[src/rtl/ann_pkg.sv]
// Shared types and helpers for the time-multiplexed classifier layer.
//   - state_e : sequencer FSM states
//   - DefDw / DefAccW : default feature/weight and accumulator widths
//   - DigitW : width of the predicted-digit index (up to 16 output neurons)
//   - sat_add : signed add clipped to a w-bit signed range
package ann_pkg;

    localparam int unsigned DefDw   = 8;
    localparam int unsigned DefAccW = 24;
    localparam int unsigned DigitW  = 4;

    // Working width of sat_add; callers sign-extend into it and keep the low w bits.
    localparam int unsigned SatW = 64;

    typedef enum logic [2:0] {
        StIdle,
        StMac,
        StDrain,
        StCmp,
        StDone
    } state_e;

    // Adds two signed values and clips the result to [-(2^(w-1)), 2^(w-1)-1].
    // One extra bit of headroom makes the pre-clip sum exact.
    function automatic logic signed [SatW-1:0] sat_add(input logic signed [SatW-1:0] a,
                                                        input logic signed [SatW-1:0] b,
                                                        input int unsigned            w);
        logic signed [SatW:0] one;
        logic signed [SatW:0] sum;
        logic signed [SatW:0] hi;
        logic signed [SatW:0] lo;
        one = 1;
        sum = $signed({a[SatW-1], a}) + $signed({b[SatW-1], b});
        hi  = (one <<< (w - 1)) - one;
        lo  = -(one <<< (w - 1));
        if (sum > hi) begin
            sum = hi;
        end else if (sum < lo) begin
            sum = lo;
        end
        return sum[SatW-1:0];
    endfunction

endpackage

[src/rtl/ann_mac.sv]
// Shared multiply-accumulate unit.
//   clk, rst_n : clock, asynchronous active-low reset
//   en_i       : add a_i*b_i into the accumulator this cycle
//   clr_i      : synchronously zero the accumulator (wins over en_i)
//   a_i, b_i   : signed operands
//   acc_o      : signed saturating accumulator
module ann_mac
    import ann_pkg::*;
#(
    parameter int unsigned DW    = DefDw,
    parameter int unsigned ACC_W = DefAccW
) (
    input  logic                    clk,
    input  logic                    rst_n,
    input  logic                    en_i,
    input  logic                    clr_i,
    input  logic signed [DW-1:0]    a_i,
    input  logic signed [DW-1:0]    b_i,
    output logic signed [ACC_W-1:0] acc_o
);

    logic signed [2*DW-1:0]  prod;
    logic signed [SatW-1:0]  prod_ext;
    logic signed [SatW-1:0]  acc_ext;
    logic signed [SatW-1:0]  sum_w;
    logic signed [ACC_W-1:0] acc_q;
    logic                    unused_sum_hi;

    always_comb begin
        prod     = a_i * b_i;
        prod_ext = $signed({{(SatW - 2 * DW){prod[2*DW-1]}}, prod});
        acc_ext  = $signed({{(SatW - ACC_W){acc_q[ACC_W-1]}}, acc_q});
        sum_w    = sat_add(acc_ext, prod_ext, ACC_W);
    end

    // After clipping, the bits above ACC_W only repeat the sign bit.
    assign unused_sum_hi = ^sum_w[SatW-1:ACC_W];

    always_ff @(posedge clk or negedge rst_n) begin
        if (!rst_n) begin
            acc_q <= '0;
        end else if (clr_i) begin
            acc_q <= '0;
        end else if (en_i) begin
            acc_q <= sum_w[ACC_W-1:0];
        end
    end

    assign acc_o = acc_q;

endmodule

[src/rtl/ann_layer_sequencer.sv]
// Walks all output neurons through one shared MAC and reports the argmax.
//   clk, rst_n      : clock, asynchronous active-low reset
//   start           : begin a classification (only honoured while idle)
//   feat_addr       : feature memory address (element index i)
//   feat_data       : feature, one cycle after feat_addr
//   wt_addr         : weight memory address (neuron*N_IN + i)
//   wt_data         : weight, one cycle after wt_addr
//   busy            : high whenever not idle
//   done            : one-cycle result-valid pulse
//   predicted_digit : argmax of the last completed run
//   max_score       : score of predicted_digit
module ann_layer_sequencer
    import ann_pkg::*;
#(
    parameter int unsigned N_IN  = 784,
    parameter int unsigned N_OUT = 10,
    parameter int unsigned DW    = DefDw,
    parameter int unsigned ACC_W = DefAccW,
    localparam int unsigned FAW  = $clog2(N_IN),
    localparam int unsigned WAW  = $clog2(N_OUT * N_IN)
) (
    input  logic                    clk,
    input  logic                    rst_n,
    input  logic                    start,
    output logic [FAW-1:0]          feat_addr,
    input  logic signed [DW-1:0]    feat_data,
    output logic [WAW-1:0]          wt_addr,
    input  logic signed [DW-1:0]    wt_data,
    output logic                    busy,
    output logic                    done,
    output logic [DigitW-1:0]       predicted_digit,
    output logic signed [ACC_W-1:0] max_score
);

    localparam logic [FAW-1:0]    LastI = FAW'(N_IN - 1);
    localparam logic [DigitW-1:0] LastN = DigitW'(N_OUT - 1);

    state_e                  state_q, state_d;
    logic [FAW-1:0]          feat_addr_q, feat_addr_d;
    logic [WAW-1:0]          wt_addr_q, wt_addr_d;
    logic [DigitW-1:0]       neuron_q, neuron_d;
    logic signed [ACC_W-1:0] best_q, best_d;
    logic [DigitW-1:0]       best_idx_q, best_idx_d;
    logic [DigitW-1:0]       pred_q, pred_d;
    logic signed [ACC_W-1:0] score_q, score_d;

    logic                    acc_en;
    logic                    acc_clr;
    logic signed [ACC_W-1:0] acc;

    ann_mac #(
        .DW    (DW),
        .ACC_W (ACC_W)
    ) u_mac (
        .clk   (clk),
        .rst_n (rst_n),
        .en_i  (acc_en),
        .clr_i (acc_clr),
        .a_i   (feat_data),
        .b_i   (wt_data),
        .acc_o (acc)
    );

    // feat_addr_q doubles as the element counter i; the address registers are
    // loaded on the edge that enters each MAC cycle so they hold elsewhere.
    always_comb begin
        state_d     = state_q;
        feat_addr_d = feat_addr_q;
        wt_addr_d   = wt_addr_q;
        neuron_d    = neuron_q;
        best_d      = best_q;
        best_idx_d  = best_idx_q;
        pred_d      = pred_q;
        score_d     = score_q;
        acc_en      = 1'b0;
        acc_clr     = 1'b0;

        unique case (state_q)
            StIdle: begin
                if (start) begin
                    state_d     = StMac;
                    feat_addr_d = '0;
                    wt_addr_d   = '0;
                    neuron_d    = '0;
                    acc_clr     = 1'b1;
                end
            end
            StMac: begin
                // Data seen at i is element i-1; at i=0 it is stale.
                acc_en = (feat_addr_q != '0);
                if (feat_addr_q == LastI) begin
                    state_d = StDrain;
                end else begin
                    feat_addr_d = feat_addr_q + FAW'(1);
                    wt_addr_d   = wt_addr_q + WAW'(1);
                end
            end
            StDrain: begin
                acc_en  = 1'b1;
                state_d = StCmp;
            end
            StCmp: begin
                acc_clr = 1'b1;
                // Strict compare keeps the lowest index on ties.
                if ((neuron_q == '0) || (acc > best_q)) begin
                    best_d     = acc;
                    best_idx_d = neuron_q;
                end
                if (neuron_q == LastN) begin
                    state_d = StDone;
                    pred_d  = best_idx_d;
                    score_d = best_d;
                end else begin
                    state_d     = StMac;
                    neuron_d    = neuron_q + DigitW'(1);
                    feat_addr_d = '0;
                    wt_addr_d   = wt_addr_q + WAW'(1);
                end
            end
            StDone: begin
                state_d = StIdle;
            end
            default: begin
                state_d = StIdle;
            end
        endcase
    end

    always_ff @(posedge clk or negedge rst_n) begin
        if (!rst_n) begin
            state_q     <= StIdle;
            feat_addr_q <= '0;
            wt_addr_q   <= '0;
            neuron_q    <= '0;
            best_q      <= '0;
            best_idx_q  <= '0;
            pred_q      <= '0;
            score_q     <= '0;
        end else begin
            state_q     <= state_d;
            feat_addr_q <= feat_addr_d;
            wt_addr_q   <= wt_addr_d;
            neuron_q    <= neuron_d;
            best_q      <= best_d;
            best_idx_q  <= best_idx_d;
            pred_q      <= pred_d;
            score_q     <= score_d;
        end
    end

    assign feat_addr       = feat_addr_q;
    assign wt_addr         = wt_addr_q;
    assign busy            = (state_q != StIdle);
    assign done            = (state_q == StDone);
    assign predicted_digit = pred_q;
    assign max_score       = score_q;

endmodule

[config.mk]
export PLATFORM = sky130hd
export DESIGN_NAME = ann_layer_sequencer
export DESIGN_NICKNAME = d
export VERILOG_FILES = /design/src/rtl/ann_pkg.sv /design/src/rtl/ann_mac.sv /design/src/rtl/ann_layer_sequencer.sv
export SDC_FILE = /design/constraint.sdc
export NUM_CORES = 1
export LEC_CHECK = 0
export ABC_AREA = 1
export BUFFER_PORTS_ARGS = -buffer_cell sky130_fd_sc_hd__buf_2
export CORE_UTILIZATION = 25
export CTS_CLUSTER_DIAMETER = 150
export DETAILED_ROUTE_END_ITERATION = 10
export PLACE_DENSITY = 0.52
export REMOVE_ABC_BUFFERS = 1
export SLEW_MARGIN = 10
export SYNTH_ARGS = -nofsm -noshare
export SYNTH_HDL_FRONTEND = slang
export SYNTH_SLANG_ARGS = --single-unit
[constraint.sdc]
create_clock -name clk -period 4 [get_ports clk]
set_input_delay 0.6 -clock clk [delete_from_list [all_inputs] [get_ports clk]]
set_output_delay 0.6 -clock clk [all_outputs]
set_load 0.02 [all_outputs]
Word-level counts from Yosys, hierarchy flattened
Cells that the tools add are included.
{"block": "classes", "addsub": 4, "n_mul": 1, "order_cmp": 3, "eq_ne": 10, "n_mux": 24, "n_reduce_logical": 12}
{"operator": "$mux W24", "n": 5}
{"operator": "$mux W13", "n": 3}
{"operator": "$pmux W13 S3", "n": 1}
{"operator": "$mux W10", "n": 3}
{"operator": "$pmux W10 S3", "n": 1}
{"operator": "$add A24 B16 Y25", "n": 1}
{"operator": "$gt A25 B24 Y1 const B", "n": 1}
{"operator": "$lt A25 B24 Y1 const B", "n": 1}
{"operator": "$gt A24 B24 Y1", "n": 1}
{"operator": "$mul A8 B8 Y16", "n": 1}
{"operator": "$add A13 B1 Y13 const B", "n": 1}
{"operator": "$mux W4", "n": 3}
{"operator": "$pmux W3 S4", "n": 1}
{"operator": "$add A10 B1 Y10 const B", "n": 1}
{"operator": "$eq A10 B10 Y1 const B", "n": 1}
{"operator": "$reduce_bool A10 Y1", "n": 1}
{"operator": "$mux W3", "n": 3}
{"operator": "$ne A2 B2 Y1 const B", "n": 4}
{"operator": "$pmux W4 S2", "n": 1}
{"operator": "$eq A3 B2 Y1 const B", "n": 2}
{"operator": "$reduce_bool A3 Y1", "n": 2}
{"operator": "$add A4 B1 Y4 const B", "n": 1}
{"operator": "$eq A4 B4 Y1 const B", "n": 1}
{"operator": "$logic_not A4 Y1", "n": 1}
{"operator": "10 further kinds", "n": 13}
{"block": "word_totals", "reg_bits": 110, "in_bits": 19, "output_inout_bits": 53, "word_cells": 63}

Longest topological paths before layout
{"block": "logic_depth", "depth_word": 7, "ltp_mapped": 24, "ltp_nobuf": 23}

By module
Synthesis repeated with hierarchy kept, for this count alone.
{"block": "hier_totals", "hier_cells": 1426, "hier_area_um2": 10819.1}
{"mod": "ann_mac", "instances": 1, "cells_per_inst": 762, "area_each_um2": 5846.9, "seq_area_each_um2": 600.6}
{"mod": "ann_layer_sequencer", "instances": 1, "cells_per_inst": 664, "area_each_um2": 4972.3, "seq_area_each_um2": 2152.1}

Least setup slack after synthesis
Ideal clock, no wire load.
{"block": "synth_path", "path_kind": "input to register", "from": "in wt_data[2]", "to": "reg u_mac.acc_q[12] (netlist: u_mac.acc_o[12])", "setup_time_ns": 0.123, "arrival_time_ns": 5.330, "t_required_ns": 3.877, "setup_slack_ns": -1.453, "path_stages": 20, "path_buffers": 2, "path_cell_list": "clkbuf_1 -> nand2_1 -> inv_1 -> fa_1 -> inv_1 -> fa_1 -> inv_1 -> fa_1 -> fa_1 -> ha_1 -> ha_1 -> a21oi_1 -> o21ai_0 -> a21oi_1 -> nand4_1 -> nand2_4 -> inv_2 -> nand3_4 -> buf_6 -> nand3_2"}
{"block": "synth_between", "elab_chain_len": 7, "word_cells_on_any_way": 8, "classes_between": "add/sub: 1; mul: 1; order compare: 2; mux: 4"}
{"element": "start: declaration", "line": "ann_layer_sequencer.sv:28", "rtl": "input logic signed [DW-1:0] wt_data,"}
{"element": "$mul A8 B8 Y16 (*)", "line": "ann_mac.sv:30", "rtl": "prod = a_i * b_i;"}
{"element": "$add A24 B16 Y25 (*)", "line": "ann_pkg.sv:33", "rtl": "sum = $signed({a[SatW-1], a}) + $signed({b[SatW-1], b});"}
{"element": "$lt A25 B24 Y1", "line": "ann_pkg.sv:38", "rtl": "end else if (sum < lo) begin"}
{"element": "$mux W24", "line": "ann_pkg.sv:38"}
{"element": "$mux W24 (*)", "line": "ann_pkg.sv:36", "rtl": "if (sum > hi) begin"}
{"element": "$mux W24 (*)", "line": "ann_mac.sv:44", "rtl": "end else if (en_i) begin"}
{"element": "$mux W24 (*)", "line": "ann_mac.sv:42", "rtl": "end else if (clr_i) begin"}
{"element": "end signal: assignment", "line": "ann_mac.sv:45", "rtl": "acc_q <= sum_w[ACC_W-1:0];"}
{"element": "end: declaration", "line": "ann_mac.sv:26", "rtl": "logic signed [ACC_W-1:0] acc_q;"}
Mark *: on every way between the ends. The rest lies on a longest branch, timed or not. The select of a mux whose other input is x is not followed.
A chain may end at the register's enable or synchronous reset.

Worst setup path after layout
{"block": "layout_path", "from": "in feat_data[7]", "to": "reg u_mac.acc_q[9] (netlist: u_mac.acc_o[9])"}
{"block": "layout_between", "elab_chain_len": 7, "word_cells_on_any_way": 8, "classes_between": "add/sub: 1; mul: 1; order compare: 2; mux: 4"}
{"element": "start: declaration", "line": "ann_layer_sequencer.sv:26", "rtl": "input logic signed [DW-1:0] feat_data,"}
{"element": "$mul A8 B8 Y16 (*)", "line": "ann_mac.sv:30"}
{"element": "$add A24 B16 Y25 (*)", "line": "ann_pkg.sv:33"}
{"element": "$lt A25 B24 Y1", "line": "ann_pkg.sv:38"}
{"element": "$mux W24", "line": "ann_pkg.sv:38"}
{"element": "$mux W24 (*)", "line": "ann_pkg.sv:36"}
{"element": "$mux W24 (*)", "line": "ann_mac.sv:44"}
{"element": "$mux W24 (*)", "line": "ann_mac.sv:42"}
Marks and branches as above.

==> out/metrics.yaml <==
status: "complete, but fails checks"
violations: "negative setup slack"
antenna_found_initial: 0
clkTransAtPathRegs_ns: 0.08
antenna_left: 0
cts_hold_buf: 0
core_area_sq_um: 42000
yosysTopAreaCell: "dfrtp_1"
dp_cells: 2031
n_antenna_cell: 0
drc: 0
cp-start-kind: "primary input"
dpl.hpwl_um: 22300
synth_top_area_share_pct: 25.8
finalNonFillerCells: 2056
io_buffers: 71
routed_wl_um: 28200
ys_seq_area_share_pct: 25.8
gp_congestion: 0.857
worstMarginPinSlew_ns: 0.898
cp.required_ns: 4.29
drv_cap: 0
hold_viol: 0
synthCells: 1336
drt_iter0_drc: 481
ys_ff_latch: 110
clockBufferDepth: 2
area_delta_synth_final_pct: 28.0
worstReg2RegStart: "u_mac.acc_o[6]"
fillCellCount: 4402
cts_tree: "built"
numCtsBuffers: 9
r2r_cells: 22
clock_skew_ns: 0.0176
root_buffer: "clkbuf_16"
die_h_um: 209
ios: 72
criticalPathCategory: "primary input to flop"
die_area_sq_um: 43500
clock_sinks: 110
r2r-end: "u_mac.acc_o[17]"
fmax_ghz: 0.214
synth_cell_type_count: 45
whs_ns: 0.315
finalCriticalPeriod_ns: 4.67
first_pass_iters: 5
die_w_um: 209
synth_area_per_cell_sq_um: 7.98
setup_tns_ns: -15.41
worstSetupEndpointType: "flop"
track_usage_pct: 13.7
wire_per_inst_um: 13.7
start_util_pct: 25.4
cts_max_level: 3
final-max-slew-violation-count: 0
grt-ovfl-total: 0
syn_area_sq_um: 10700
layout_common_cells: "360 x nand2_1, 237 x inv_1, 130 x buf_4"
worst_slack_ns: -0.668
worstHoldPathType: "primary input to async pin"
rsz0062_at_grt: "yes"
fin_nets: 1725
path_max_fanout: 8
ys_warn_count: 0
setup_viol: 24
grt_pass1_vias: 9292
synth_area_leaders: "dfrtp_1 26%, fa_1 20%, nand2_1 13%"
finalCoreUtilization_pct: 32.5
grt_pass1_wl_um: 47900
multi_input_area_sq_um: 7450
final_common_cell: "nand2_1"
arrival_ns: 4.96
seq_area_sq_um: 2750
worst_skew_pair.late_latency_ns: 0.37
vias_per_cell: 4.35
timing.slew.headroom_pct: 40.0
grt_start_max_net_pins: 57
drive_above_1_share_pct: 23.9
vias: 8936
ff2ff_setup_slack_ns: -0.50
fin_crit_sh_pct: 117
rows: 75
==> registers in the layout, indices dropped and copies added, names as in the netlist <==
register,cells
best_q,24
max_score,24
feat_addr,10
best_idx_q,4
u_mac.acc_o,24
wt_addr,13
predicted_digit,4
neuron_q,4
state_q,3
==> timing repair <==
item                       in CTS  in global routing
cloned                          2                  0
buffers inserted                9                  0
gates resized for setup       140                  6
setup endpoints to repair      24                 24
pin swaps                      93                 11
==> worst max path at each step <==
stage                     slack (ns)              end         start  cells past startpoint
final                          -0.67   u_mac.acc_o[9]  feat_data[7]                     22
after global routing           -0.85   u_mac.acc_o[2]  feat_data[7]                     21
after CTS                      -0.66   u_mac.acc_o[1]  feat_data[7]                     22
after detailed placement       -1.43  u_mac.acc_o[22]    wt_data[7]                     18
after global placement         -1.32  u_mac.acc_o[22]    wt_data[7]                     18
after floorplan                -1.21  u_mac.acc_o[10]    wt_data[2]                     18
==> critical path: stages <==
cell and delay, ns:
buf_12 0.11, buf_6 0.12, nand2_4 0.06, inv_6 0.04, buf_12 0.12, buf_8 0.12
fa_1 0.49, fa_1 0.44, fa_1 0.56, fa_1 0.46, ha_4 0.25, ha_4 0.30
nand2_4 0.06, nor2_4 0.12, inv_2 0.06, nor3_4 0.28, nand3b_4 0.12, nand3_2 0.10
nand2_2 0.06, nand2_4 0.15, nand3_4 0.18, nand3_2 0.15
==> cell usage after synthesis (all sizes together) <==
cell	instances
nor2	53
fa	108
inv	250
dfrtp	110
nand3	145
clkinv	1
a21o	1
nor3b	3
a31oi	1
o21a	7
ha	86
a21boi	1
buf	18
clkbuf	25
o31ai	2
xor2	17
and2	1
nor4	6
xnor2	6
o41ai	1
nand3b	3
o22ai	3
nand2	386
o21bai	3
o21ai	28
nand4	11
or2	3
nor3	16
a41oi	1
a21oi	40
==> per-layer routing <==
| layer | vias up | global-route usage (%) | routed length (um) |
|---|---|---|---|
| li1 | 4495 | - | - |
| met1 | 4295 | 19.3 | 14100 |
| met2 | 127 | 22.8 | 13100 |
| met3 | 19 | 1.06 | 696 |
| met4 | 0 | 2.94 | 300 |
| met5 | - | 0 | 0 |
==> per-stage QoR <==
step | cell area, sq um | setup slack, ns
after floorplan | 10400 | -1.21
final | 13700 | -0.668
after global placement | 12500 | -1.32
after detailed placement | 12500 | -1.43
after CTS | 13600 | -0.664
after global routing | 13700 | -0.848
==> layout make-up <==
cell class	count	share of cell area (%)
Tap cell	539	4.94
Clock buffer	9	1.65
Timing Repair Buffer	207	10.9
Inverter	251	7.08
Clock inverter	7	0.687
Multi-Input combinational cell	933	54.5
Sequential cell	110	20.2
==> kinds of logic (layout without fill, tap and decap cells) <==
group,after synthesis,in the layout,synth area share [%]
compound gates,88,88,4.75
xor+xnor,23,23,1.89
simple gates,627,628,26.2
flops,110,110,25.8
buf+inv,294,474,10.9
fa+ha+maj,194,194,30.4
Power is not shown: default switching activity piles up to over one toggle a cycle in this logic, so the estimate is an artifact.
